===== config.mk =====
export PLATFORM = sky130hd
export DESIGN_NAME = load_store_unit
export DESIGN_NICKNAME = d
export VERILOG_FILES = /design/src/rtl/lsu_pkg.sv /design/src/rtl/lsu_lane_align.sv /design/src/rtl/load_store_unit.sv
export SDC_FILE = /design/constraint.sdc
export NUM_CORES = 1
export LEC_CHECK = 0
export ABC_AREA = 1
export CAP_MARGIN = 20
export CORE_MARGIN = 2
export CORE_UTILIZATION = 49
export DETAILED_ROUTE_END_ITERATION = 8
export PLACE_DENSITY = 0.81
export RECOVER_POWER = 25
export SLEW_MARGIN = 20
export SYNTH_ARGS = -nofsm -noshare
export SYNTH_HDL_FRONTEND = slang
export SYNTH_HIERARCHICAL = 1
export SYNTH_SLANG_ARGS = --single-unit

===== constraint.sdc =====
create_clock -name clk -period 5.52 [get_ports clk]
set_input_delay 1.104 -clock clk [delete_from_list [all_inputs] [get_ports clk]]
set_output_delay 1.104 -clock clk [all_outputs]
set_load 0.02 [all_outputs]

===== src/rtl/lsu_pkg.sv =====
// Shared encodings for the load/store unit: access sizes and FSM states.
package lsu_pkg;

    localparam logic [1:0] SZ_B = 2'b00;
    localparam logic [1:0] SZ_H = 2'b01;
    localparam logic [1:0] SZ_W = 2'b10;

    typedef enum logic [2:0] {
        ST_IDLE = 3'd0,
        ST_RD   = 3'd1,
        ST_CAP  = 3'd2,
        ST_WR   = 3'd3,
        ST_DONE = 3'd4
    } state_e;

    // Size code 2'b11 behaves as a full word.
    function automatic logic is_word(input logic [1:0] size);
        return size[1];
    endfunction

endpackage


===== src/rtl/lsu_lane_align.sv =====
// Lane extraction/extension for loads and lane merge for sub-word stores.
// Purely combinational; BIG_ENDIAN selects which bit lanes byte 0 occupies.
module lsu_lane_align
    import lsu_pkg::*;
#(
    parameter int BIG_ENDIAN = 0
) (
    input  logic [31:0] i_word,
    input  logic [31:0] i_wdata,
    input  logic [1:0]  i_offset,
    input  logic [1:0]  i_size,
    input  logic        i_signed,
    output logic [31:0] o_load,
    output logic [31:0] o_merged
);

    logic [1:0]  w_lane;
    logic [4:0]  w_shift;
    logic [31:0] w_mask;
    logic [31:0] w_shifted;

    // Pick the bit lane, shift it down for loads, and build the merge mask for stores.
    always_comb begin
        w_lane    = 2'b00;
        w_shift   = 5'd0;
        w_mask    = 32'hFFFF_FFFF;
        w_shifted = i_word;
        o_load    = i_word;
        if (is_word(i_size)) begin
            w_lane = 2'b00;
        end else if (i_size == SZ_B) begin
            w_lane = (BIG_ENDIAN != 0) ? ~i_offset : i_offset;
        end else begin
            w_lane = (BIG_ENDIAN != 0) ? {~i_offset[1], 1'b0} : {i_offset[1], 1'b0};
        end
        w_shift   = {w_lane, 3'b000};
        w_shifted = i_word >> w_shift;
        if (is_word(i_size)) begin
            w_mask = 32'hFFFF_FFFF;
            o_load = i_word;
        end else if (i_size == SZ_B) begin
            w_mask = 32'h0000_00FF << w_shift;
            o_load = {{24{i_signed & w_shifted[7]}}, w_shifted[7:0]};
        end else begin
            w_mask = 32'h0000_FFFF << w_shift;
            o_load = {{16{i_signed & w_shifted[15]}}, w_shifted[15:0]};
        end
        o_merged = (i_word & ~w_mask) | ((i_wdata << w_shift) & w_mask);
    end

endmodule


===== src/rtl/load_store_unit.sv =====
// Byte-addressed load/store front end for a word-addressed Memory.
// Sub-word stores are read-modify-write; one request in flight at a time.
// Optional macro LSU_MISALIGN_CHECK_EN: misaligned half/word requests complete
// immediately with resp_err=1 and no Memory traffic. Without it, misaligned
// low address bits are dropped and the access is performed aligned.
//
// state   | meaning
// IDLE    | waiting for a request, req_ready high
// RD      | mem_read strobe for load or RMW read
// CAP     | mem_rdata valid: extract load lane or merge store lane
// WR      | mem_write strobe with merged/full word
// DONE    | resp_valid pulse
module load_store_unit
    import lsu_pkg::*;
#(
    parameter int ADDR_W     = 32,
    parameter int BIG_ENDIAN = 0
) (
    input  logic              clk,
    input  logic              rst,
    input  logic              req_valid,
    output logic              req_ready,
    input  logic              req_write,
    input  logic [1:0]        req_size,
    input  logic              req_signed,
    input  logic [ADDR_W-1:0] req_addr,
    input  logic [31:0]       req_wdata,
    output logic              resp_valid,
    output logic [31:0]       resp_rdata,
    output logic              resp_err,
    output logic [ADDR_W-1:0] mem_addr,
    output logic [31:0]       mem_wdata,
    output logic              mem_read,
    output logic              mem_write,
    input  logic [31:0]       mem_rdata
);

    state_e              r_state;
    logic                r_write;
    logic                r_signed;
    logic [1:0]          r_size;
    logic [1:0]          r_off;
    logic [31:0]         r_wdata;
    logic [ADDR_W-1:0]   r_word_idx;
    logic [31:0]         r_mem_wdata;
    logic [31:0]         r_rdata;
    logic                r_err;

    logic                w_misalign;
    logic [1:0]          w_off;
    logic [31:0]         w_load;
    logic [31:0]         w_merged;

    // Lane offset with the bits that do not matter for the access size cleared,
    // plus misalignment detection when the check is built in.
    always_comb begin
        if (req_size == SZ_B) begin
            w_off = req_addr[1:0];
        end else if (req_size == SZ_H) begin
            w_off = {req_addr[1], 1'b0};
        end else begin
            w_off = 2'b00;
        end
`ifdef LSU_MISALIGN_CHECK_EN
        w_misalign = ((req_size == SZ_H) && req_addr[0]) ||
                     (is_word(req_size) && (req_addr[1:0] != 2'b00));
`else
        w_misalign = 1'b0;
`endif
    end

    lsu_lane_align #(
        .BIG_ENDIAN (BIG_ENDIAN)
    ) u_align (
        .i_word   (mem_rdata),
        .i_wdata  (r_wdata),
        .i_offset (r_off),
        .i_size   (r_size),
        .i_signed (r_signed),
        .o_load   (w_load),
        .o_merged (w_merged)
    );

    // Request sequencing FSM with registered datapath outputs.
    always_ff @(posedge clk or posedge rst) begin
        if (rst) begin
            r_state     <= ST_IDLE;
            r_write     <= 1'b0;
            r_signed    <= 1'b0;
            r_size      <= SZ_B;
            r_off       <= 2'b00;
            r_wdata     <= 32'd0;
            r_word_idx  <= '0;
            r_mem_wdata <= 32'd0;
            r_rdata     <= 32'd0;
            r_err       <= 1'b0;
        end else begin
            case (r_state)
                ST_IDLE: begin
                    if (req_valid) begin
                        r_write    <= req_write;
                        r_signed   <= req_signed;
                        r_size     <= req_size;
                        r_off      <= w_off;
                        r_wdata    <= req_wdata;
                        r_word_idx <= {2'b00, req_addr[ADDR_W-1:2]};
                        r_rdata    <= 32'd0;
                        r_err      <= w_misalign;
                        if (w_misalign) begin
                            r_state <= ST_DONE;
                        end else if (req_write && is_word(req_size)) begin
                            r_mem_wdata <= req_wdata;
                            r_state     <= ST_WR;
                        end else begin
                            r_state <= ST_RD;
                        end
                    end
                end
                ST_RD: begin
                    r_state <= ST_CAP;
                end
                ST_CAP: begin
                    if (r_write) begin
                        r_mem_wdata <= w_merged;
                        r_state     <= ST_WR;
                    end else begin
                        r_rdata <= w_load;
                        r_state <= ST_DONE;
                    end
                end
                ST_WR: begin
                    r_state <= ST_DONE;
                end
                ST_DONE: begin
                    r_state <= ST_IDLE;
                end
                default: begin
                    r_state <= ST_IDLE;
                end
            endcase
        end
    end

    // Strobes and handshakes decode from state so reset drops them at once.
    assign req_ready  = (r_state == ST_IDLE);
    assign mem_read   = (r_state == ST_RD);
    assign mem_write  = (r_state == ST_WR);
    assign resp_valid = (r_state == ST_DONE);
    assign mem_addr   = r_word_idx;
    assign mem_wdata  = r_mem_wdata;
    assign resp_rdata = r_rdata;
`ifdef LSU_MISALIGN_CHECK_EN
    assign resp_err   = r_err;
`else
    assign resp_err   = 1'b0;
`endif

endmodule


* After elaboration in Yosys (flattened, before gate mapping) *
Cells that the tools add are included.
Widths: inputs -> output; s select.

operators by class
  shifts and indexed selects = 4
  $mul = 0
  $lt $le $gt $ge = 0
  reduce and logical (&&, ||, !) cells = 8
  bitwise logic cells = 6
  divide/modulo/power cells = 0
  equality and inequality tests = 9
  $add $sub $neg = 0
  mux-type cells = 19

operator list
  kind                   number
  $mux 32                9
  $pmux 32 s2            2
  $and 32x32->32         2
  $not 32->32            1
  $or 32x32->32          1
  $shl 16x5->32 const A  1
  $shl 32x5->32          1
  $shl 8x5->32 const A   1
  $shr 32x5->16          1
  $pmux 3 s4             1
  $mux 2                 4
  $eq 3x2->1 const B     2
  $mux 3                 2
  $ne 2x2->1 const B     3
  $logic_not 2->1        2
  $reduce_and 4->1       1
  $eq 3x1->1 const B     1
  $eq 3x3->1 const B     1
  $logic_not 3->1        1
  $reduce_and 3->1       1
  $and 1x1->1            2
  $eq 2x1->1 const B     1
  $ne 2x1->1 const B     1
  $reduce_and 2->1       1
  other kinds (3)        3

storage, ports and cells
  bits in read-only memories = 0
  bits in writable memories = 0
  input port bits = 103
  word-level logic and storage cells = 55
  bits in registers = 135
  memories = 0
  latch bits = 0
  output and inout port bits = 101

* Longest topological paths before layout *
  depth after elaboration = 11
  mapped depth = 14

* Hierarchy *
The synthesis kept the hierarchy.

by module, submodules not included
  module           instances  area an instance (µm²)  cells an instance  seq. area each (µm²)
  load_store_unit  1          5700.5                  700                3378.2
  lsu_lane_align   1          1665.3                  352                0.0

* Least setup slack after synthesis *
OpenSTA, ideal clock, no wires.

  path kind = flip-flop to output port
  start = register r_state[2]
  end = output mem_write
  stages on the path, launching flop included = 5
  data required time = 4416 ps
  setup slack = 3176 ps
  arrival time = 1240 ps
  cells stage by stage = dfrtp_1 nor2_8 buf_1 inv_1 nor2_1

on the way
  cells in the longest elaborated chain, start to end = 1

ends and longest elaborated chain
  item                    line                    text
  start, declared         load_store_unit.sv:38   state_e r_state;
  start signal, assigned  load_store_unit.sv:87   r_state <= ST_IDLE;
  start signal, assigned  load_store_unit.sv:110  r_state <= ST_DONE;
  start signal, assigned  load_store_unit.sv:113  r_state <= ST_WR;
  $eq 3x2->1              load_store_unit.sv:147  assign mem_write = (r_state == ST_WR);
  end, declared           load_store_unit.sv:34   output logic mem_write,

No other way between the ends.

==> impl_metrics.yaml <==
cells_and_area:
  multi_input_area_mm2: 0.00331
  drive_above_1_share: 0.0513
  nets: 1317
  syn2layout_area_growth_pct: 34.3
  antenna_cells: 0
  final_common_cell: "nand2_1"
  final-seq-area_mm2: 0.00338
  n_fill_cell: 1216
  final_cells: 1411
  final_cell_mix: "506 x nand2_1, 198 x clkdlybuf4s50_1, 135 x dfrtp_1"
  final_util: 0.678
routing:
  drtIter0Drc: 685
  routed_wl_um: 22200
  drc: 0
  dr.pass1.iters: 5
  postRouteAntennaNets: 0
  wl_per_cell_um: 15.7
  vias: 7298
  viasPerCell: 5.17
clocking:
  clock_latency_ns: 0.42
  clk_pin_slew_ns: 0.06
  clock_path_buffers: 2
  cts_resized: 0
  postCtsSetupRepairBufs: 0
  cts-root-buf: "clkbuf_16"
  cts_tree: "built"
  postCtsHoldBufs: 0
  cts_sinks: 135
  cts_buffers: 17
  htreeDepth: 4
sta:
  slew_headroom: -0.867
  fin_setup_tns_ns: 0
  final.period_utilization: 0.678
  hold_viol: 0
  fin_worst_skew_ns: 0.00661
  min_period_ns: 3.74
  rsz0062_at_grt: "no"
  fmax_ghz: 0.267
  setup-violations-final: 0
  tightest_slew_ns: 2.79
  slew_violations: 65
synth:
  syn_inst: 1052
  async_flop_share: 1.00
  syn_avg_cell_area_um2: 7.00
  ys_seq_area_frac: 0.459
  yosysWarningCount: 6
  synth_edf_count: 0
  yosys.cell_types.count: 30
  synth-seq-cells: 135
  syn_area_mm2: 0.00737
  synthFlopType: "dfrtp_1"
setup_path:
  worst-path-max-fanout: 64
  crit_path_end_kind: "asynchronous set/reset pin"
  cp-start-kind: "primary input"
  crit_type: "in2async"
  crit_arrival_ns: 4.17
  worst_ep_required_time_ns: 5.95
global_routing:
  grt_pass1_wl_um: 35800
  grt_max_degree: 78
  grt_pass1_vias: 6831
  grt_util_all_layers: 0.281
  grt.overflow.total: 0
  antenna_found_initial: 0
min_path:
  hold_class: "reg2reg"
power_and_ir_drop:
  powerDensity_mw_per_mm2: 624
  vdd_drop_max_v: 0.000369
  p_leak_nw: 5.07
  power_w: 0.00617
placed_design:
  dp_hpwl_um: 15800
  port_buffers: 200
  gp_congestion: 0.976
  dpl.cell_count: 1379
status:
  status: "complete, but fails checks"
  violations: "capacitance limit, slew limit"
floorplan:
  coreArea_mm2: 0.0146
  die_w_um: 127
  rows: 44
  fp.dieArea_mm2: 0.0160
  start_util: 0.505
  io_pins: 204
  fp.dieH_um: 127
run:
  cap_violations: 1
-- metal layers --
layer | track usage | vias up | routed length, µm
li1 | - | 3598 | -
met1 | 0.376 | 3319 | 9410
met2 | 0.436 | 325 | 10100
met3 | 0.0725 | 56 | 2000
met4 | 0.123 | 0 | 696
met5 | 0 | - | 0
-- kinds of logic after synthesis --
| group | after synthesis | share of synthesized area |
|---|---|---|
| simple gates | 639 | 0.356 |
| buf+inv | 144 | 0.0922 |
| flops | 135 | 0.459 |
| compound gates | 133 | 0.0929 |
| other cells | 1 | 0.000509 |
-- synthesized netlist by cell type, types with 3 or more instances --
| cell type | count | area (µm²) |
|---|---|---|
| nand2_1 | 507 | 1900 |
| dfrtp_1 | 135 | 3380 |
| inv_1 | 74 | 278 |
| o21ai_0 | 74 | 370 |
| nand3_1 | 51 | 255 |
| nor2_1 | 39 | 146 |
| a21oi_1 | 26 | 130 |
| o21ai_1 | 24 | 120 |
| nor3_1 | 22 | 110 |
| clkbuf_1 | 18 | 67.6 |
| buf_2 | 16 | 80.1 |
| buf_4 | 16 | 120 |
| buf_1 | 7 | 26.3 |
| buf_6 | 6 | 67.6 |
| nand2_2 | 6 | 37.5 |
| inv_2 | 5 | 18.8 |
| nand3_2 | 4 | 40.0 |
| nor2_8 | 4 | 80.1 |
| nor2_2 | 3 | 18.8 |
| o211ai_1 | 3 | 22.5 |
-- final timing paths --
kind                            startpoint            end  slack, ns  cells past startpoint
worst max-delay path                   rst    mem_addr[4]       1.78                      3
worst min-delay path               r_write     r_state[2]       0.46                      1
worst max register to register   r_size[1]  mem_wdata[30]       2.50                     11
worst min register to register     r_write     r_state[2]       0.46                      1
max in group clk                 req_valid        r_write       1.85                      5
min in group asynchronous              rst   mem_addr[14]       1.90                      2
-- power by group --
part / total (W) / leakage [nW] / switching [W] / internal [W]
registers: 0.00178 / 1.72 / 0.000330 / 0.00145
clock network: 0.00121 / 0.298 / 0.000429 / 0.000778
logic: 0.00318 / 3.05 / 0.00198 / 0.00120
-- metrics by stage --
| step | hold WS, ns | setup WS, ns | instance area [µm²] |
|---|---|---|---|
| after floorplan | 0.443 | 0.805 | 7370 |
| after global routing | 0.486 | 1.16 | 9890 |
| after detailed placement | 0.461 | 1.80 | 9270 |
| after global placement | 0.449 | 1.92 | 9270 |
| final | 0.462 | 1.78 | 9890 |
| after CTS | 0.462 | 2.19 | 9900 |
-- cell type report --
type | instances | share of cell area
Clock inverter | 12 | 0.0176
Timing Repair Buffer | 205 | 0.206
Multi-Input combinational cell | 775 | 0.335
Inverter | 80 | 0.0309
Tap cell | 184 | 0.0233
Sequential cell | 135 | 0.342
Clock buffer | 20 | 0.0462
-- registers in the layout, summed over array words and instances (netlist names) --
register and cells:
r_size 2, mem_addr 30, resp_rdata 32, r_write 1, r_state 3, r_signed 1
mem_wdata 32, r_off 2, r_wdata 32
-- worst max-delay path, cell delays in order --
cell and delay [ns]:
dlygate4sd3_1 0.54, clkinvlp_2 1.56, clkbuf_2 0.93
(Power assumes the default switching activity.)
